[src/rtl/instr_fetch_if.sv]
// Fetch-unit bus bundle: byte-wide instruction memory read port plus the
// decode-facing instruction handshake and control-unit redirect.
interface instr_fetch_if #(
   parameter int unsigned ADDR_W = 13
) ();
   logic [ADDR_W-1:0] mem_addr;
   logic              mem_read;
   logic              mem_writer;
   logic [7:0]        mem_data;
   logic [15:0]       instr;
   logic              instr_two;
   logic [ADDR_W-1:0] instr_pc;
   logic              instr_valid;
   logic              instr_ready;
   logic              redirect;
   logic [ADDR_W-1:0] redirect_addr;

   modport master (
      output mem_addr, mem_read, mem_writer,
      output instr, instr_two, instr_pc, instr_valid,
      input  mem_data, instr_ready, redirect, redirect_addr
   );

   modport slave (
      input  mem_addr, mem_read, mem_writer,
      input  instr, instr_two, instr_pc, instr_valid,
      output mem_data, instr_ready, redirect, redirect_addr
   );
endinterface

[src/rtl/instr_fetch.sv]
// Instruction fetch: walks the PC one byte per cycle, assembles one/two-byte
// instructions into a small in-order queue toward decode, flushes on redirect.
module instr_fetch #(
   parameter int unsigned ADDR_W = 13,
   parameter int unsigned DEPTH  = 2
) (
   input  logic          clk,
   input  logic          rst,
   instr_fetch_if.master bus
);
   localparam int unsigned CNT_W = $clog2(DEPTH + 1);

   typedef enum logic [1:0] {
      IDLE   = 2'd0,
      FETCH0 = 2'd1,
      FETCH1 = 2'd2
   } state_t;

   typedef struct packed {
      logic [15:0]       instr;
      logic              two;
      logic [ADDR_W-1:0] pc;
   } entry_t;

   state_t            state, state_n;
   logic [ADDR_W-1:0] pc, pc_n;
   logic [ADDR_W-1:0] start_pc, start_pc_n;
   logic [7:0]        byte0, byte0_n;
   logic [CNT_W-1:0]  count, count_n;
   logic              valid, valid_n;
   entry_t            q   [DEPTH];
   entry_t            q_n [DEPTH];

   logic              issue_c;
   logic              push_c;
   logic              pop_c;
   entry_t            push_e_c;

   // Fetch sequencing; a byte0 is only issued once queue space is guaranteed
   always_comb begin
      state_n    = state;
      pc_n       = pc;
      start_pc_n = start_pc;
      byte0_n    = byte0;
      issue_c    = 1'b0;
      push_c     = 1'b0;
      push_e_c   = '0;

      case (state)
         IDLE: begin
            state_n = FETCH0;
         end
         FETCH0: begin
            if ((count < CNT_W'(DEPTH)) || bus.instr_ready) begin
               issue_c    = 1'b1;
               byte0_n    = bus.mem_data;
               start_pc_n = pc;
               pc_n       = pc + ADDR_W'(1);
               if (bus.mem_data[7]) begin
                  state_n = FETCH1;
               end else begin
                  push_c         = 1'b1;
                  push_e_c.instr = {bus.mem_data, 8'h00};
                  push_e_c.two   = 1'b0;
                  push_e_c.pc    = pc;
               end
            end
         end
         FETCH1: begin
            issue_c        = 1'b1;
            pc_n           = pc + ADDR_W'(1);
            push_c         = 1'b1;
            push_e_c.instr = {byte0, bus.mem_data};
            push_e_c.two   = 1'b1;
            push_e_c.pc    = start_pc;
            state_n        = FETCH0;
         end
         default: begin
            state_n = IDLE;
         end
      endcase

      if (bus.redirect) begin
         state_n = FETCH0;
         pc_n    = bus.redirect_addr;
      end
   end

   // Shift queue: entry 0 is always the head, so head outputs come straight from flops
   always_comb begin
      pop_c   = valid && bus.instr_ready;
      q_n     = q;
      count_n = count;

      if (pop_c) begin
         for (int unsigned i = 0; i + 1 < DEPTH; i++) begin
            q_n[i] = q[i + 1];
         end
         count_n = count - CNT_W'(1);
      end

      if (push_c) begin
         for (int unsigned i = 0; i < DEPTH; i++) begin
            if (count_n == CNT_W'(i)) begin
               q_n[i] = push_e_c;
            end
         end
         count_n = count_n + CNT_W'(1);
      end

      if (bus.redirect) begin
         count_n = '0;
      end

      valid_n = (count_n != '0);
   end

   always_ff @(posedge clk or negedge rst) begin
      if (!rst) begin
         state    <= IDLE;
         pc       <= '0;
         start_pc <= '0;
         byte0    <= '0;
         count    <= '0;
         valid    <= 1'b0;
         for (int unsigned i = 0; i < DEPTH; i++) begin
            q[i] <= '0;
         end
      end else begin
         state    <= state_n;
         pc       <= pc_n;
         start_pc <= start_pc_n;
         byte0    <= byte0_n;
         count    <= count_n;
         valid    <= valid_n;
         q        <= q_n;
      end
   end

   // Memory read port follows the issue decision in the same cycle
   assign bus.mem_read    = issue_c;
   assign bus.mem_addr    = pc;
   assign bus.mem_writer  = 1'b0;

   assign bus.instr       = q[0].instr;
   assign bus.instr_two   = q[0].two;
   assign bus.instr_pc    = q[0].pc;
   assign bus.instr_valid = valid;
endmodule

[src/flat_wrapper.sv]
// flat-port wrapper written by rule: the top's interface ports become plain ports
module instr_fetch_flat 
#(
   parameter int unsigned ADDR_W = 13,
   parameter int unsigned DEPTH  = 2
)
  (clk, rst, bus_mem_addr, bus_mem_read, bus_mem_writer, bus_instr, bus_instr_two, bus_instr_pc, bus_instr_valid, bus_mem_data, bus_instr_ready, bus_redirect, bus_redirect_addr);
  instr_fetch_if #(.ADDR_W(ADDR_W)) bus_i ();
  input  logic clk;
  input  logic rst;
  output wire logic [$bits(bus_i.mem_addr)-1:0] bus_mem_addr;
  output wire logic [$bits(bus_i.mem_read)-1:0] bus_mem_read;
  output wire logic [$bits(bus_i.mem_writer)-1:0] bus_mem_writer;
  output wire logic [$bits(bus_i.instr)-1:0] bus_instr;
  output wire logic [$bits(bus_i.instr_two)-1:0] bus_instr_two;
  output wire logic [$bits(bus_i.instr_pc)-1:0] bus_instr_pc;
  output wire logic [$bits(bus_i.instr_valid)-1:0] bus_instr_valid;
  input wire logic [$bits(bus_i.mem_data)-1:0] bus_mem_data;
  input wire logic [$bits(bus_i.instr_ready)-1:0] bus_instr_ready;
  input wire logic [$bits(bus_i.redirect)-1:0] bus_redirect;
  input wire logic [$bits(bus_i.redirect_addr)-1:0] bus_redirect_addr;
  assign bus_mem_addr = bus_i.mem_addr;
  assign bus_mem_read = bus_i.mem_read;
  assign bus_mem_writer = bus_i.mem_writer;
  assign bus_instr = bus_i.instr;
  assign bus_instr_two = bus_i.instr_two;
  assign bus_instr_pc = bus_i.instr_pc;
  assign bus_instr_valid = bus_i.instr_valid;
  assign bus_i.mem_data = bus_mem_data;
  assign bus_i.instr_ready = bus_instr_ready;
  assign bus_i.redirect = bus_redirect;
  assign bus_i.redirect_addr = bus_redirect_addr;
  instr_fetch #(.ADDR_W(ADDR_W), .DEPTH(DEPTH)) u_core (.clk(clk), .rst(rst), .bus(bus_i));
endmodule
[config.mk]
export PLATFORM = sky130hd
export DESIGN_NAME = instr_fetch_flat
export DESIGN_NICKNAME = d
export VERILOG_FILES = /design/src/rtl/instr_fetch_if.sv /design/src/rtl/instr_fetch.sv /design/src/flat_wrapper.sv
export SDC_FILE = /design/constraint.sdc
export NUM_CORES = 1
export LEC_CHECK = 0
export CORE_UTILIZATION = 50
export CTS_CLUSTER_DIAMETER = 60
export DETAILED_ROUTE_END_ITERATION = 8
export PLACE_DENSITY = 0.72
export SYNTH_ARGS = -nofsm -noshare
export SYNTH_HDL_FRONTEND = slang
export SYNTH_SLANG_ARGS = --single-unit
[constraint.sdc]
create_clock -name clk -period 3.2 [get_ports clk]
set_input_delay 0.8 -clock clk [delete_from_list [all_inputs] [get_ports clk]]
set_output_delay 0.8 -clock clk [all_outputs]
set_load 0.005 [all_outputs]
==> flow_summary_export.csv <==
group,metric,value,unit
die,dieArea,0.01055,mm2
cells_and_area,diodes,0,
drt,wl_per_cell,17.22,um
sta,worst_pin_slew,545.8,ps
drt,routed_wirelength,10610,um
logic_synthesis,netlist_area,0.005071,mm2
cells_and_area,area_delta_synth_final,15.99,%
die,start_util,51.64,%
setup_path,reg2reg_from,"u_core.state[0]",
outcome,status,"complete, no violations",
clock_tree,path_clk_slew,80,ps
logic_synthesis,ys_ff_latch,99,
logic_synthesis,netlist_top_cells_area,"dfrtp_1, mux2i_1, buf_4",
clock_tree,cts_made_buffers,9,
drt,ant_nets,0,
pwr,p_leak,2.577,nW
sta,hold_viol,0,
global_route,grt_util_met2,33.59,%
cells_and_area,post-route-util,59.90,%
logic_synthesis,synth_warnings,0,
sta,finalCriticalPeriod,3012,ps
setup_path,cp_common_cell,"clkdlybuf4s50_1",
clock_tree,post_cts.repair.setup_buffers,0,
setup_path,path_buf_inv,2,
global_route,grt_pass1_wl,17410,um
pwr,ir_drop,0.8328,mV
clock_tree,clockRootBuffer,"clkbuf_8",
die,ios,71,
placement,port_buffers,69,
setup_path,reg2reg_depth,7,
clock_tree,clockBufferDepth,2,
setup_path,arrival,2210,ps
drt,vias_per_cell,5.489,
sta,tns,0,ps
drt,vias,3381,
drt,drc,0,
global_route,overflow,0,
setup_path,crit_required,2400,ps
global_route,track_usage,22.08,%
logic_synthesis,synthFlopType,"dfrtp_1",
logic_synthesis,syn_inst,448,
logic_synthesis,syn_area_per_cell,11.32,um2
clock_tree,htree_levels,3,
die,die_w,102.7,um
global_route,gr-usage-met3,3.729,%
die,num_rows,36,
drt,drtIter0Drc,156,
clock_tree,clock-sinks,99,
die,die_height,102.7,um
logic_synthesis,synth_edf_count,0,
cells_and_area,layout_commonest_cell,"dfrtp_1",
setup_path,cpPeakStageDelay,550,ps
clock_tree,cts_tree,"done",
hold_path,hold_class,"input pin to asynchronous set/reset pin",
setup_path,path_cells,"clkdlybuf4s50_1 -> nand2b_1 -> a21oi_1 -> nor2b_1 -> clkdlybuf4s50_1",
placement,gp_congestion,0.7837,
clock_tree,cts_resized,0,
setup_path,cp_slowest_cell,"clkdlybuf4s50_1",
setup_path,path_max_fanout,5,
setup_path,cp_top_family,"buffers and inverters",
sta,fin_skew,4.712,ps
sta,fin_crit_sh,94.12,%
clock_tree,clk_latency,360,ps
global_route,antenna_found_initial,0,
cells_and_area,drive_above_1_share,12.63,%
setup_path,path_class,"input pin to primary output",
sta,drv_slew,0,
logic_synthesis,synth.distinct_cells,48,
clock_tree,cts_hold_buf,0,
sta,rsz0062_at_grt,"false",
die,fp.coreArea,0.009819,mm2
setup_path,reg2reg_setup_slack,880,ps
flow_run,maxCapViolCount,0,
global_route,gr-usage-met1,31.32,%
cells_and_area,layout.cells.non_filler,616,
setup_path,worstSetupStartpointType,"input pin",
logic_synthesis,synth_area_leader_cell,"dfrtp_1",
drt,first_pass_iters,4,
sta,max_freq,332.0,MHz
global_route,first_global_vias,3390,
global_route,busiest_layer,"met2",
cells_and_area,layout_common_cells,"dfrtp_1, mux2i_1, clkdlybuf4s50_1, inv_1",
placement,dp_hpwl,7066,um
pwr,power.density,893.0,mW/mm2
cells_and_area,final_nets,513,
placement,placedCellCount,602,
setup_path,r2r_end,"u_core.q[7]",
sta,setup_viol,0,
sta,relSlewSlack,63.61,%
logic_synthesis,async_flop_share,100.0,%
global_route,grt_max_degree,60,
setup_path,end_kind,"primary output",
logic_synthesis,netlist.area_leader.share,48.85,%
logic_synthesis,synth_seq_area_share,48.85,%
logic_synthesis,syn_nets,481,
## cell families (layout without fill, tap and decap cells)
group	after synthesis	count (layout)	share of synthesized area, %
AND/OR/NAND/NOR	75	75	9.129
other	1	1	0.07395
multiplexers	96	96	19.59
AO/OA/AOI/OAI	64	64	8.488
flip-flops	99	99	48.85
XOR/XNOR	10	10	1.727
adder cells (fa/ha/maj)	8	8	1.974
buffers and inverters	95	130	10.17
## metal layers
metal | part of all wire [%] | up-vias
met5 | 0 | -
met4 | 1.7 | 0
met3 | 3.4 | 15
met2 | 49 | 67
met1 | 46 | 1691
li1 | - | 1608
## where the power goes
part / switching, mW / total [mW] / internal (mW) / leakage [nW]
clock network: 0.402 / 0.877 / 0.475 / 0.109
registers: 0.345 / 2.13 / 1.78 / 1.23
logic: 1.07 / 2.25 / 1.17 / 1.23
## cells in the mapped netlist (all sizes together) (2+ instances only)
cell / instances
nand3: 6
nand2b: 2
a21oi: 2
nor4: 3
ha: 8
a22oi: 22
dfrtp: 99
nor3: 3
o21ai: 28
nor2: 7
mux2i: 73
o311ai: 2
mux2: 23
nor2b: 3
xnor2: 8
inv: 33
or4: 2
buf: 44
xor2: 2
and2: 2
nand2: 17
and3: 3
nand4: 21
clkbuf: 18
o211ai: 2
## through the flow
| stage | hold slack (ps) | instance area, um2 | total power, mW | setup slack (ps) |
|---|---|---|---|---|
| 5_1_grt | 457.4 | 5882 | 5.630 | 88.04 |
| 6_report | 422.0 | 5882 | 5.252 | 188.2 |
| 3_3_place_gp | 489.1 | 5667 | 4.331 | 230.2 |
| 4_1_cts | 432.3 | 5882 | 5.304 | 183.6 |
| 2_1_floorplan | 480.3 | 5071 | 3.724 | 655.5 |
| 3_5_place_dp | 496.2 | 5667 | 4.412 | 203.3 |
## worst max-delay path by stage
stage	from	depth (start not counted)	endpoint
CTS	bus_instr_ready	5	bus_mem_read
global placement	bus_instr_ready	5	bus_mem_read
floorplan	bus_instr_ready	8	u_core.q[13]
detailed placement	bus_instr_ready	5	bus_mem_read
finish	bus_instr_ready	5	bus_mem_read
global route	bus_instr_ready	5	bus_mem_read
## sequential cells by signal, summed over array words and instances, names as in the netlist
register                flops
u_core.state                2
u_core.bus.mem_addr        13
u_core.bus.instr_two        1
u_core.q                   30
u_core.bus.instr           16
u_core.byte0                8
u_core.start_pc            13
u_core.bus.instr_valid      1
u_core.bus.instr_pc        13
u_core.count                2
## final cells by class
type | count | area (um2)
repair buffers | 83 | 818.3
flip-flops and latches | 99 | 2477
well taps | 133 | 166.4
inverters | 33 | 123.9
clock buffers | 12 | 155.1
multi-input cells | 254 | 2081
fillers | 829 | 3938
clock inverters | 2 | 60.06
Note: power is estimated with default switching activity, not from simulation.
